`src/rtl/ft60x_axi_pkg.sv`:
```
// Shared definitions for the FT60x AXI channel buffer.
// Response codes, BYPASS bit indices and payload widths.
package ft60x_axi_pkg;

  localparam logic [1:0] RESP_OKAY   = 2'b00;
  localparam logic [1:0] RESP_EXOKAY = 2'b01;
  localparam logic [1:0] RESP_SLVERR = 2'b10;
  localparam logic [1:0] RESP_DECERR = 2'b11;

  localparam int CH_AW = 0;
  localparam int CH_W  = 1;
  localparam int CH_B  = 2;
  localparam int CH_AR = 3;
  localparam int CH_R  = 4;

  // Packing: {addr, id, len, burst}
  function automatic int ax_width(int addr_w, int id_w);
    return addr_w + id_w + 8 + 2;
  endfunction

  // Packing: {data, strb, last}
  function automatic int w_width(int data_w);
    return data_w + data_w / 8 + 1;
  endfunction

  // Packing: {resp, id}
  function automatic int b_width(int id_w);
    return 2 + id_w;
  endfunction

  // Packing: {data, resp, id, last}
  function automatic int r_width(int data_w, int id_w);
    return data_w + 2 + id_w + 1;
  endfunction

endpackage

```
`src/rtl/ft60x_axi_fifo.sv`:
```
// Single-channel valid/ready FIFO for the AXI buffer.
// Flags come from the registered count only.
module ft60x_axi_fifo
  import ft60x_axi_pkg::*;
#(
  parameter int WIDTH = 8,
  parameter int DEPTH = 2
) (
  input  logic             clk_i,
  input  logic             rst_ni,
  input  logic             valid_i,
  input  logic [WIDTH-1:0] data_i,
  output logic             accept_o,
  output logic             valid_o,
  output logic [WIDTH-1:0] data_o,
  input  logic             ready_i
);

  localparam int PW = $clog2(DEPTH);
  localparam logic [PW:0] FULL = (PW + 1)'(DEPTH);

  logic [WIDTH-1:0] ram [DEPTH];
  logic [PW-1:0]    rd_ptr;
  logic [PW-1:0]    wr_ptr;
  logic [PW:0]      count;
  logic             push;
  logic             pop;

  assign valid_o  = (count != '0);
  assign accept_o = (count != FULL);
  assign push     = valid_i & accept_o;
  assign pop      = valid_o & ready_i;
  assign data_o   = ram[rd_ptr];

  // Storage is left unreset; count alone decides what is live.
  always_ff @(posedge clk_i) begin
    if (push) ram[wr_ptr] <= data_i;
  end

  always_ff @(posedge clk_i or negedge rst_ni) begin
    if (!rst_ni) begin
      rd_ptr <= '0;
      wr_ptr <= '0;
      count  <= '0;
    end else begin
      if (push) wr_ptr <= wr_ptr + 1'b1;
      if (pop)  rd_ptr <= rd_ptr + 1'b1;
      if (push && !pop)      count <= count + 1'b1;
      else if (pop && !push) count <= count - 1'b1;
    end
  end

endmodule

```
`src/rtl/ft60x_axi_buffer.sv`:
```
// Five-channel AXI buffer with per-channel bypass and an
// optional cap on outstanding write and read bursts.
module ft60x_axi_buffer
  import ft60x_axi_pkg::*;
#(
  parameter int         ADDR_W  = 32,
  parameter int         DATA_W  = 32,
  parameter int         ID_W    = 4,
  parameter int         DEPTH   = 2,
  parameter logic [4:0] BYPASS  = 5'b00000,
  parameter int         MAX_OUT = 0,
  localparam int CW = (MAX_OUT == 0) ? 1 : $clog2(MAX_OUT + 1)
) (
  input  logic                clk_i,
  input  logic                rst_ni,
  input  logic                inport_awvalid_i,
  input  logic [ADDR_W-1:0]   inport_awaddr_i,
  input  logic [ID_W-1:0]     inport_awid_i,
  input  logic [7:0]          inport_awlen_i,
  input  logic [1:0]          inport_awburst_i,
  output logic                inport_awready_o,
  input  logic                inport_wvalid_i,
  input  logic [DATA_W-1:0]   inport_wdata_i,
  input  logic [DATA_W/8-1:0] inport_wstrb_i,
  input  logic                inport_wlast_i,
  output logic                inport_wready_o,
  output logic                inport_bvalid_o,
  output logic [1:0]          inport_bresp_o,
  output logic [ID_W-1:0]     inport_bid_o,
  input  logic                inport_bready_i,
  input  logic                inport_arvalid_i,
  input  logic [ADDR_W-1:0]   inport_araddr_i,
  input  logic [ID_W-1:0]     inport_arid_i,
  input  logic [7:0]          inport_arlen_i,
  input  logic [1:0]          inport_arburst_i,
  output logic                inport_arready_o,
  output logic                inport_rvalid_o,
  output logic [DATA_W-1:0]   inport_rdata_o,
  output logic [1:0]          inport_rresp_o,
  output logic [ID_W-1:0]     inport_rid_o,
  output logic                inport_rlast_o,
  input  logic                inport_rready_i,
  output logic                outport_awvalid_o,
  output logic [ADDR_W-1:0]   outport_awaddr_o,
  output logic [ID_W-1:0]     outport_awid_o,
  output logic [7:0]          outport_awlen_o,
  output logic [1:0]          outport_awburst_o,
  input  logic                outport_awready_i,
  output logic                outport_wvalid_o,
  output logic [DATA_W-1:0]   outport_wdata_o,
  output logic [DATA_W/8-1:0] outport_wstrb_o,
  output logic                outport_wlast_o,
  input  logic                outport_wready_i,
  input  logic                outport_bvalid_i,
  input  logic [1:0]          outport_bresp_i,
  input  logic [ID_W-1:0]     outport_bid_i,
  output logic                outport_bready_o,
  output logic                outport_arvalid_o,
  output logic [ADDR_W-1:0]   outport_araddr_o,
  output logic [ID_W-1:0]     outport_arid_o,
  output logic [7:0]          outport_arlen_o,
  output logic [1:0]          outport_arburst_o,
  input  logic                outport_arready_i,
  input  logic                outport_rvalid_i,
  input  logic [DATA_W-1:0]   outport_rdata_i,
  input  logic [1:0]          outport_rresp_i,
  input  logic [ID_W-1:0]     outport_rid_i,
  input  logic                outport_rlast_i,
  output logic                outport_rready_o,
  output logic [CW-1:0]       wr_outstanding_o,
  output logic [CW-1:0]       rd_outstanding_o
);

  localparam int AXW = ax_width(ADDR_W, ID_W);
  localparam int WW  = w_width(DATA_W);
  localparam int BW  = b_width(ID_W);
  localparam int RW  = r_width(DATA_W, ID_W);
  localparam logic [CW-1:0] CMAX =
    (MAX_OUT == 0) ? {CW{1'b1}} : CW'(MAX_OUT);

  logic [AXW-1:0] aw_s_data, aw_m_data;
  logic [AXW-1:0] ar_s_data, ar_m_data;
  logic [WW-1:0]  w_s_data,  w_m_data;
  logic [BW-1:0]  b_s_data,  b_m_data;
  logic [RW-1:0]  r_s_data,  r_m_data;
  logic           aw_m_valid, aw_m_ready;
  logic           ar_m_valid, ar_m_ready;
  logic [CW-1:0]  wr_cnt, rd_cnt;
  logic           wr_full, rd_full;
  logic           aw_hs, b_hs, ar_hs, r_last_hs;

  assign aw_s_data = {inport_awaddr_i, inport_awid_i,
                      inport_awlen_i, inport_awburst_i};
  assign ar_s_data = {inport_araddr_i, inport_arid_i,
                      inport_arlen_i, inport_arburst_i};
  assign w_s_data  = {inport_wdata_i, inport_wstrb_i, inport_wlast_i};
  assign b_s_data  = {outport_bresp_i, outport_bid_i};
  assign r_s_data  = {outport_rdata_i, outport_rresp_i,
                      outport_rid_i, outport_rlast_i};

  assign {outport_awaddr_o, outport_awid_o,
          outport_awlen_o, outport_awburst_o} = aw_m_data;
  assign {outport_araddr_o, outport_arid_o,
          outport_arlen_o, outport_arburst_o} = ar_m_data;
  assign {outport_wdata_o, outport_wstrb_o, outport_wlast_o} = w_m_data;
  assign {inport_bresp_o, inport_bid_o} = b_m_data;
  assign {inport_rdata_o, inport_rresp_o,
          inport_rid_o, inport_rlast_o} = r_m_data;

  // Address issue is held back, not the buffer contents.
  assign wr_full = (MAX_OUT != 0) && (wr_cnt == CMAX);
  assign rd_full = (MAX_OUT != 0) && (rd_cnt == CMAX);
  assign outport_awvalid_o = aw_m_valid & ~wr_full;
  assign aw_m_ready        = outport_awready_i & ~wr_full;
  assign outport_arvalid_o = ar_m_valid & ~rd_full;
  assign ar_m_ready        = outport_arready_i & ~rd_full;

  if (BYPASS[CH_AW]) begin : g_aw_byp
    assign aw_m_valid       = inport_awvalid_i;
    assign inport_awready_o = aw_m_ready;
    assign aw_m_data        = aw_s_data;
  end else begin : g_aw_buf
    ft60x_axi_fifo #(.WIDTH(AXW), .DEPTH(DEPTH)) u_fifo (
      .clk_i, .rst_ni,
      .valid_i(inport_awvalid_i), .data_i(aw_s_data),
      .accept_o(inport_awready_o), .valid_o(aw_m_valid),
      .data_o(aw_m_data), .ready_i(aw_m_ready));
  end

  if (BYPASS[CH_W]) begin : g_w_byp
    assign outport_wvalid_o = inport_wvalid_i;
    assign inport_wready_o  = outport_wready_i;
    assign w_m_data         = w_s_data;
  end else begin : g_w_buf
    ft60x_axi_fifo #(.WIDTH(WW), .DEPTH(DEPTH)) u_fifo (
      .clk_i, .rst_ni,
      .valid_i(inport_wvalid_i), .data_i(w_s_data),
      .accept_o(inport_wready_o), .valid_o(outport_wvalid_o),
      .data_o(w_m_data), .ready_i(outport_wready_i));
  end

  if (BYPASS[CH_B]) begin : g_b_byp
    assign inport_bvalid_o  = outport_bvalid_i;
    assign outport_bready_o = inport_bready_i;
    assign b_m_data         = b_s_data;
  end else begin : g_b_buf
    ft60x_axi_fifo #(.WIDTH(BW), .DEPTH(DEPTH)) u_fifo (
      .clk_i, .rst_ni,
      .valid_i(outport_bvalid_i), .data_i(b_s_data),
      .accept_o(outport_bready_o), .valid_o(inport_bvalid_o),
      .data_o(b_m_data), .ready_i(inport_bready_i));
  end

  if (BYPASS[CH_AR]) begin : g_ar_byp
    assign ar_m_valid       = inport_arvalid_i;
    assign inport_arready_o = ar_m_ready;
    assign ar_m_data        = ar_s_data;
  end else begin : g_ar_buf
    ft60x_axi_fifo #(.WIDTH(AXW), .DEPTH(DEPTH)) u_fifo (
      .clk_i, .rst_ni,
      .valid_i(inport_arvalid_i), .data_i(ar_s_data),
      .accept_o(inport_arready_o), .valid_o(ar_m_valid),
      .data_o(ar_m_data), .ready_i(ar_m_ready));
  end

  if (BYPASS[CH_R]) begin : g_r_byp
    assign inport_rvalid_o  = outport_rvalid_i;
    assign outport_rready_o = inport_rready_i;
    assign r_m_data         = r_s_data;
  end else begin : g_r_buf
    ft60x_axi_fifo #(.WIDTH(RW), .DEPTH(DEPTH)) u_fifo (
      .clk_i, .rst_ni,
      .valid_i(outport_rvalid_i), .data_i(r_s_data),
      .accept_o(outport_rready_o), .valid_o(inport_rvalid_o),
      .data_o(r_m_data), .ready_i(inport_rready_i));
  end

  assign aw_hs     = outport_awvalid_o & outport_awready_i;
  assign b_hs      = inport_bvalid_o & inport_bready_i;
  assign ar_hs     = outport_arvalid_o & outport_arready_i;
  assign r_last_hs = inport_rvalid_o & inport_rready_i & inport_rlast_o;

  always_ff @(posedge clk_i or negedge rst_ni) begin
    if (!rst_ni) begin
      wr_cnt <= '0;
      rd_cnt <= '0;
    end else begin
      if (aw_hs && !b_hs && wr_cnt != CMAX)
        wr_cnt <= wr_cnt + 1'b1;
      else if (b_hs && !aw_hs && wr_cnt != '0)
        wr_cnt <= wr_cnt - 1'b1;
      if (ar_hs && !r_last_hs && rd_cnt != CMAX)
        rd_cnt <= rd_cnt + 1'b1;
      else if (r_last_hs && !ar_hs && rd_cnt != '0)
        rd_cnt <= rd_cnt - 1'b1;
    end
  end

  assign wr_outstanding_o = wr_cnt;
  assign rd_outstanding_o = rd_cnt;

endmodule

```
`config.mk`:
```
export PLATFORM = sky130hd
export DESIGN_NAME = ft60x_axi_buffer
export DESIGN_NICKNAME = d
export VERILOG_FILES = /design/src/rtl/ft60x_axi_pkg.sv /design/src/rtl/ft60x_axi_fifo.sv /design/src/rtl/ft60x_axi_buffer.sv
export SDC_FILE = /design/constraint.sdc
export NUM_CORES = 1
export LEC_CHECK = 0
export ABC_AREA = 1
export ABC_CLOCK_PERIOD_IN_PS = 3800
export BUFFER_PORTS_ARGS = -buffer_cell sky130_fd_sc_hd__buf_2
export CORE_MARGIN = 5
export CORE_UTILIZATION = 45
export DETAILED_ROUTE_END_ITERATION = 10
export PLACE_DENSITY = 0.7
export SLEW_MARGIN = 5
export SYNTH_ARGS = -nofsm -noshare
export SYNTH_HDL_FRONTEND = slang
export SYNTH_SLANG_ARGS = --single-unit
```
`constraint.sdc`:
```
create_clock -name clk_i -period 3.8 [get_ports clk_i]
set_input_delay 0.38 -clock clk_i [delete_from_list [all_inputs] [get_ports clk_i]]
set_output_delay 0.38 -clock clk_i [all_outputs]
set_load 0.05 [all_outputs]
```
==> results.md, run 1 <==
- CTS Hold Bufs: 1
- Register area share after synthesis: 79.9%
- Port Buffer Count: 371
- Setup Buffers After CTS: 0
- Synth Flop Type: edfxtp_1
- Sink Count: 370
- Maxcap violations: 0
- Hold worst-path end: g_r_buf.u_fifo.ram[1][6]
- Tcrit/Tclk final: 71.0%
- Largest area contributor in the synthesized netlist: edfxtp_1
- Vias per cell: 4.79
- Final WL: 30900 um
- Clk Latency, worst-skew pair: 0.51 ns
- Clock Tree Buf Depth: 3
- Post-route setup TNS: 0 ns
- Critical path type: reg2out
- FF+latch count, synth: 370
- Unrepaired setup endpoints after global routing: no
- Synth cell types: 17
- Worst R2R Path Depth: 5
- CTS H-tree depth: 2
- R2r setup slk: 1.63 ns
- Worst-Margin Slew: 1.16 ns
- Period minus WS final: 2.70 ns
- Slew Limit Fails: 0
- Worst setup margin: 1.10 ns
- Critical Path Max Stage Delay: 0.39 ns
- Top cell type's share of synthesized area: 75.9%
- Share of cells above drive strength 1: 30.5%
- Area growth, synth to finish: 26.3%
- Root buffer cell: clkbuf_16
- Synthesized area per cell: 13.0 um2
- Slew headroom: 22.2%
- CP Data Required Time: 3.42 ns
- Total number of vias: 8992
- Via count of the first global-routing pass: 9132
- Global-route total usage across every layer: 17.4%
- DIE WIDTH: 185 um
- I/O Pins: 372
- Worst Hold Depth: 1
- R2r startpoint: g_ar_buf.u_fifo.count[0]
- Final hold slack: 0.0551 ns
- Max frequency: 371 MHz
- End of the worst register-to-register path: g_ar_buf.u_fifo.ram[1][34]
- Detailed Routing Iterations Pass 1: 5
- CTS tree: done
- Placement Setup Slack: 1.60 ns
- Synth warn: 0
- Worst Skew: about 0.0085 ns
- Kind of start point of the critical path: register
- Crit. End Element: output pin
- Mapped Area: 13800 um2
- CTS resizes: 0
- Mapped Cells: between 1000 and 1500
- Post-synth top cells: nand2_1, edfxtp_1, inv_1
- DP Wirelength: approximately 22000 um
- Drt first-iter violations: 525
- Die Area: 34200 um2
- GR Overflow Total: 0
- Crit Path Max Fanout: 47
- Maximum number of pins on one net before global-route repair: 48
- Drt wl/cell: 16.4 um
- Number of enable flip-flop cells after synthesis: roughly 350
- Final ANT Viol Nets: 0
- Count leader, synth: nand2_1
- Critical path's slowest cell: inv_1
- Final Hold Fails: 0
- Number of CTS-inserted buffers: 38
- Worst Hold Launch: outport_rresp_i[1]
- Hold Path Class: in2reg
- Final setup fails: 0
- DRC errors left: 0
- Status: finished, final reports clean
- First-pass GRT wire length: 46800 um
- Starting density of the core: 45.3%
- Cell breakdown of the critical path: buf_4, inv_1, buf_4, nand2_1, nand2_1, buf_2
- Die Span Y: 185 um
- Row cnt: 64
- Initial antenna violation count: 11
- Core Area: between 30000 and 40000 um2
- Synth top area cells: edfxtp_1, nand2_1, dfrtp_1
- # nets final: 1640
- Critical Path AT: 2.32 ns
- Post-Syn Nets: around 1300
- Routability cong.: a little over 0.8
- Clock slew at reported path FFs: 0.06 ns
- Ys async rst share: 5.95%
placed cells by master (no fill, tap or decap), drive strengths merged:
master         n
nand2        558
buf          383
edfxtp       348
clkbuf        47
inv           39
nor2          25
dfrtp         22
clkinv        13
nand3          6
xnor2          5
or2            5
nand4          5
xor2           5
ha             5
bufinv         5
diode          4
clkinvlp       4
a21oi          1
nor3           1
dlygate4sd3    1
registers in the layout, summed over array words and instances (netlist names):
| name | count |
|---|---|
| g_ar_buf.u_fifo.ram | 92 |
| g_aw_buf.u_fifo.ram | 92 |
| g_r_buf.u_fifo.ram | 78 |
| g_w_buf.u_fifo.ram | 74 |
| g_b_buf.u_fifo.ram | 12 |
| g_ar_buf.u_fifo.count | 2 |
| g_aw_buf.u_fifo.count | 2 |
| g_b_buf.u_fifo.count | 2 |
| g_r_buf.u_fifo.count | 2 |
| g_w_buf.u_fifo.count | 2 |
| g_ar_buf.u_fifo.rd_ptr | 1 |
| g_ar_buf.u_fifo.wr_ptr | 1 |
| g_aw_buf.u_fifo.rd_ptr | 1 |
| g_aw_buf.u_fifo.wr_ptr | 1 |
| g_b_buf.u_fifo.rd_ptr | 1 |
| g_b_buf.u_fifo.wr_ptr | 1 |
| g_r_buf.u_fifo.rd_ptr | 1 |
| g_r_buf.u_fifo.wr_ptr | 1 |
| g_w_buf.u_fifo.rd_ptr | 1 |
| g_w_buf.u_fifo.wr_ptr | 1 |
| rd_outstanding_o | 1 |
| wr_outstanding_o | 1 |
routing by layer:
metal  up-vias  GRT usage [%]  wire length, um
li1       4321              -                -
met2       344           29.6            15400
met5         -              0              103
met4        16           5.73              832
met3        77           7.19             3200
met1      4234           20.0            11300
worst max-delay path, delay by kind of cell (launching register included):
family                 cells  cell delay (ns)
DFF                        1             0.36
and+or+nand+nor            2             0.18
buffers and inverters      4             1.27
worst max-delay path by stage:
stage,from,to,slack (ns),depth (start not counted)
6_report,g_aw_buf.u_fifo.rd_ptr,outport_awaddr_o[28],1.10,6
5_1_grt,g_ar_buf.u_fifo.rd_ptr,outport_araddr_o[17],0.87,5
4_1_cts,g_ar_buf.u_fifo.rd_ptr,outport_araddr_o[0],1.06,5
3_5_place_dp,g_ar_buf.u_fifo.rd_ptr,outport_araddr_o[0],1.60,5
3_3_place_gp,g_ar_buf.u_fifo.count[0],g_ar_buf.u_fifo.ram[1][6],1.62,5
2_1_floorplan,g_ar_buf.u_fifo.count[0],g_ar_buf.u_fifo.ram[1][0],0.43,4
per-stage QoR:
| stage | cell area [um2] | std cells | utilization (%) |
|---|---|---|---|
| global route | 17400 | 1875 | 57.1 |
| finish | 17400 | 1878 | 57.2 |
| global placement | 16100 | 1804 | 52.9 |
| floorplan | 13800 | 1061 | - |
| detailed placement | 16100 | 1804 | 52.9 |
| CTS | 17400 | 1874 | 57.1 |
layout make-up:
class | count | area, um2
antenna | 4 | 10.0
clock buffer | 47 | 1050
clock inverter | 22 | 234
fill | 2478 | 13000
inverter | 39 | 146
multi-input combinational | 616 | 2500
sequential | 370 | 11000
tap | 396 | 495
timing repair buffer | 384 | 1960
cells by family after synthesis:
logic type                 count (synthesis)  synth area share (%)
and+or+nand+nor                          600                  16.6
DFF                                      370                  79.9
adders and majority gates                  5                 0.454
AOI/OAI and AO/OA                          1                0.0363
xor gates and xnor gates                  10                 0.636
buffers and inverters                     75                  2.42
Power of run 1 is not shown: default switching activity piles up to over one toggle a cycle in this logic, so the estimate is an artifact.
==> inputs of run 2 (changes only) <==
ABC_AREA = 0   (was 1)
ABC_CLOCK_PERIOD_IN_PS = 2300   (was 3800)
PLACE_DENSITY = 0.73   (was 0.7)
clock period = 2.3 ns   (was 3.8 ns; I/O delays follow)
==> run 2 against run 1 <==
Global-route usage is 0.47 points higher. Critical path depth is 3 lower. Critical endpoint is now inport_rdata_o[10]. Design area up 8.9%. Largest cell class unchanged. Synthesized cell count shrank 40%. Worst hold slack got worse by 0.038 ns.
==> results.md, run 2 <==
- Status: finished, final reports clean (unchanged)
- Drt first-iter violations: 405 (was 525)
- Global-route total usage across every layer: 17.8% (was 17.4%)
- Largest area contributor in the synthesized netlist: edfxtp_1 (unchanged)
- Post-synthesis mux area share: 14.4% (was 0%)
- Clock Tree Buf Depth: 3 (unchanged)
- Unrepaired setup endpoints after global routing: no (unchanged)
- CTS tree: done (unchanged)
- FF+latch count, synth: 370 (unchanged)
- Crit Path Max Fanout: 28 (was 47)
- Initial antenna violation count: 2 (was 11)
- Worst Hold Depth: 3 (was 1)
- Area share of xor/xnor cells in the synthesized design: 1.61% (was 0.636%)
- Final instance area: 18900 um2 (was 17400 um2)
- R2r startpoint: g_w_buf.u_fifo.count[0] (was g_ar_buf.u_fifo.count[0])
- Top flop regs: g_ar_buf.u_fifo.ram (92), g_aw_buf.u_fifo.ram (92), g_r_buf.u_fifo.ram (78) (unchanged)
- Clock slew at reported path FFs: 0.06 ns (about the same)
- Slew headroom: 56.2% (was 22.2%)
- Root buffer cell: clkbuf_16 (unchanged)
- Kind of start point of the critical path: register (unchanged)
- Critical Path AT: 1.82 ns (was 2.32 ns)
- Starting density of the core: 45.7% (was 45.3%)
- Fillers: 2017 (was 2478)
- Worst-Margin Slew: 0.655 ns (was 1.16 ns)
- Sink Count: 370 (unchanged)
- Clk Latency, worst-skew pair: 0.51 ns (about the same)
- Power Density: 1430 nW/um2
- Core Area: 29700 um2 (was 30400 um2)
- Drt wl/cell: 18.9 um (was 16.4 um)
- Total number of vias: 7930 (was 8992)
- Share of cells above drive strength 1: 49.8% (was 30.5%)
- Post-route setup TNS: 0 ns (unchanged)
- Synth warn: 0 (unchanged)
- Port Buffer Count: 371 (unchanged)
- Detailed Routing Iterations Pass 1: 4 (was 5)
- Most frequent cells in the layout: buf_2, edfxtp_1, dlygate4sd3_1, mux2_2, clkbuf_16 (was nand2_1, buf_2, edfxtp_1, clkbuf_16, inv_1)
- # nets final: 1412 (was 1640)
- DIE WIDTH: 184 um (was 185 um)
- Synth Flop Type: edfxtp_1 (unchanged)
- Critical Path Max Stage Delay: 0.41 ns (was 0.39 ns)
- Die Span Y: 184 um (was 185 um)
- End of the worst register-to-register path: g_w_buf.u_fifo.ram[0][30] (was g_ar_buf.u_fifo.ram[1][34])
- Critical path's slowest cell: mux2_2 (was inv_1)
- Tcrit/Tclk final: 88.9%
- Hold worst-path end: g_w_buf.u_fifo.rd_ptr (was g_r_buf.u_fifo.ram[1][6])
- Synth Area in Compound Gates: 0.166% (was 0.0363%)
- Register area share after synthesis: 81.0% (was 79.9%)
- Peak supply drop: 1.02 mV
- Fin cells: 1641 (was 1878)
- First-pass GRT wire length: 47300 um (was 46800 um)
- CP Data Required Time: 2.07 ns (was 3.42 ns)
- Post-Synth Adder-Cell Area: 0.544% (was 0.454%)
- Crit. End Element: output pin (unchanged)
- Cell breakdown of the critical path: buf_4, mux2_2, buf_2 (was buf_4, inv_1, buf_4, nand2_1, nand2_1, buf_2)
- Final setup fails: 0 (unchanged)
- Mapped Area: 13600 um2 (was 13800 um2)
- Final WL: 31100 um (was 30900 um)
- Slew Limit Fails: 0 (unchanged)
- Leakage: 0.00727 uW
- Worst R2R Path Depth: 4 (was 5)
- Top cell type's share of synthesized area: 77.0% (was 75.9%)
- Synth cell types: 20 (was 17)
- R2r setup slk: 0.67 ns (was 1.63 ns)
- Post-synthesis simple-gate area fraction: 1.23% (was 16.6%)
- Worst Skew: 0.0123 ns (was 0.00850 ns)
- DRC errors left: 0 (unchanged)
- DP Wirelength: 19500 um (was 21700 um)
- Count leader, synth: edfxtp_1 (was nand2_1)
- FF/Latch Area: 11000 um2 (about the same)
- Final ANT Viol Nets: 0 (unchanged)
- Post-synth top cells: edfxtp_1, mux2_2, dfrtp_1 (was nand2_1, edfxtp_1, inv_1)
- Maximum number of pins on one net before global-route repair: 48 (unchanged)
- Max frequency: 489 MHz
- CTS resizes: 0 (unchanged)
- Vias per cell: 4.83 (was 4.79)
- DP Cell Count: 1395 (was 1804)
- Routability cong.: 0.768 (was 0.811)
- Ys async rst share: 5.95% (unchanged)
- Most common cell after layout, fill and taps aside: buf_2 (was nand2_1)
- Maxcap violations: 0 (unchanged)
- CTS H-tree depth: 2 (unchanged)
- Final Hold Fails: 0 (unchanged)
- Worst Hold Launch: outport_wready_i (was outport_rresp_i[1])
- Synth top area cells: edfxtp_1, mux2_2, dfrtp_1 (was edfxtp_1, nand2_1, dfrtp_1)
- Row cnt: 63 (was 64)
- Synthesized area per cell: 21.3 um2 (was 13.0 um2)
- Final hold slack: 0.0173 ns (was 0.0551 ns)
- Largest family of logic cells by synthesized area: multiplexers (was simple AND/OR/NAND/NOR gates)
- Area of the multi-input gates: 2470 um2 (was 2500 um2)
- Via count of the first global-routing pass: 8655 (was 9132)
- Critical path type: reg2out (unchanged)
- Post-Syn Nets: 829 (was 1252)
- GR Overflow Total: 0 (unchanged)
- Number of CTS-inserted buffers: 38 (unchanged)
- Period minus WS final: 2.05 ns
- Area growth, synth to finish: 39.5% (was 26.3%)
- Die Area: 33700 um2 (was 34200 um2)
- Mapped Cells: 638 (was 1061)
- I/O Pins: 372 (unchanged)
- Number of enable flip-flop cells after synthesis: 348 (unchanged)
- Post-placement cell area: 16100 um2 (about the same)
- Hold Path Class: in2reg (unchanged)
==> run 2: kinds of logic (layout without fill, tap and decap cells) <==
kind of cell / count (synthesis) / in the layout
AO/OA/AOI/OAI: 4 / 4
other: 0 / 3
AND/OR/NAND/NOR: 34 / 34
buffers and inverters: 25 / 635
flip-flops: 370 / 370
multiplexers: 174 / 174
XOR/XNOR: 25 / 25
adder cells (fa/ha/maj): 6 / 6
==> run 2: power by group <==
part | internal (uW) | total [uW] | leakage [uW] | switching [uW]
Combinational | 3410 | 11800 | 0.00325 | 8350
Clock | 3120 | 5480 | 0.000538 | 2360
Sequential | 9250 | 9770 | 0.00349 | 516
Total | 15800 | 27000 | 0.00727 | 11200
==> run 2: metal layers <==
metal / routed length, um / track usage (%) / vias to the layer above / part of all wire [%]
met3: 2550 / 4.75 / 75 / 8.2
met2: 15900 / 31.3 / 353 / 51
met1: 11500 / 21.4 / 3834 / 37
met4: 1090 / 6.33 / 0 / 3.5
met5: 0 / 0 / - / 0
li1: - / - / 3668 / -
==> run 2: final cells by class <==
cell class,instances,share of cell area (%)
diodes,3,0.0396
multi-input cells,243,13.1
clock buffers,54,5.45
repair buffers,562,20.4
clock inverters,13,0.330
flip-flops and latches,370,58.1
inverters,6,0.119
well taps,390,2.58
==> run 2: worst max-delay path by stage <==
| stage | startpoint | end | cells past startpoint |
|---|---|---|---|
| finish | g_r_buf.u_fifo.rd_ptr | inport_rdata_o[10] | 3 |
| global route | g_r_buf.u_fifo.rd_ptr | inport_rdata_o[10] | 3 |
| CTS | g_r_buf.u_fifo.rd_ptr | inport_rdata_o[10] | 3 |
| detailed placement | g_w_buf.u_fifo.count[0] | g_w_buf.u_fifo.ram[0][18] | 4 |
| global placement | g_w_buf.u_fifo.count[0] | g_w_buf.u_fifo.ram[0][29] | 4 |
| floorplan | g_w_buf.u_fifo.count[0] | g_w_buf.u_fifo.ram[1][0] | 2 |
==> run 2: worst max-delay path: cells and delay by family (launching register included) <==
family / cells / cell delay (ns)
mux: 1 / 0.41
flops: 1 / 0.34
buf+inv: 2 / 0.56
==> run 2: what timing repair did <==
action	CTS	global route
buffers inserted	0	0
hold endpoints to repair	371	0
hold buffers	176	0
==> run 2: stage by stage <==
step	total power (uW)	util (%)	setup slack [ns]
detailed placement	21400	54.1	0.677
CTS	27200	63.7	0.207
finish	27000	63.8	0.254
global route	28200	63.7	0.159
floorplan	18600	-	0.00844
global placement	21300	54.1	0.717
(Power assumes the default switching activity.)
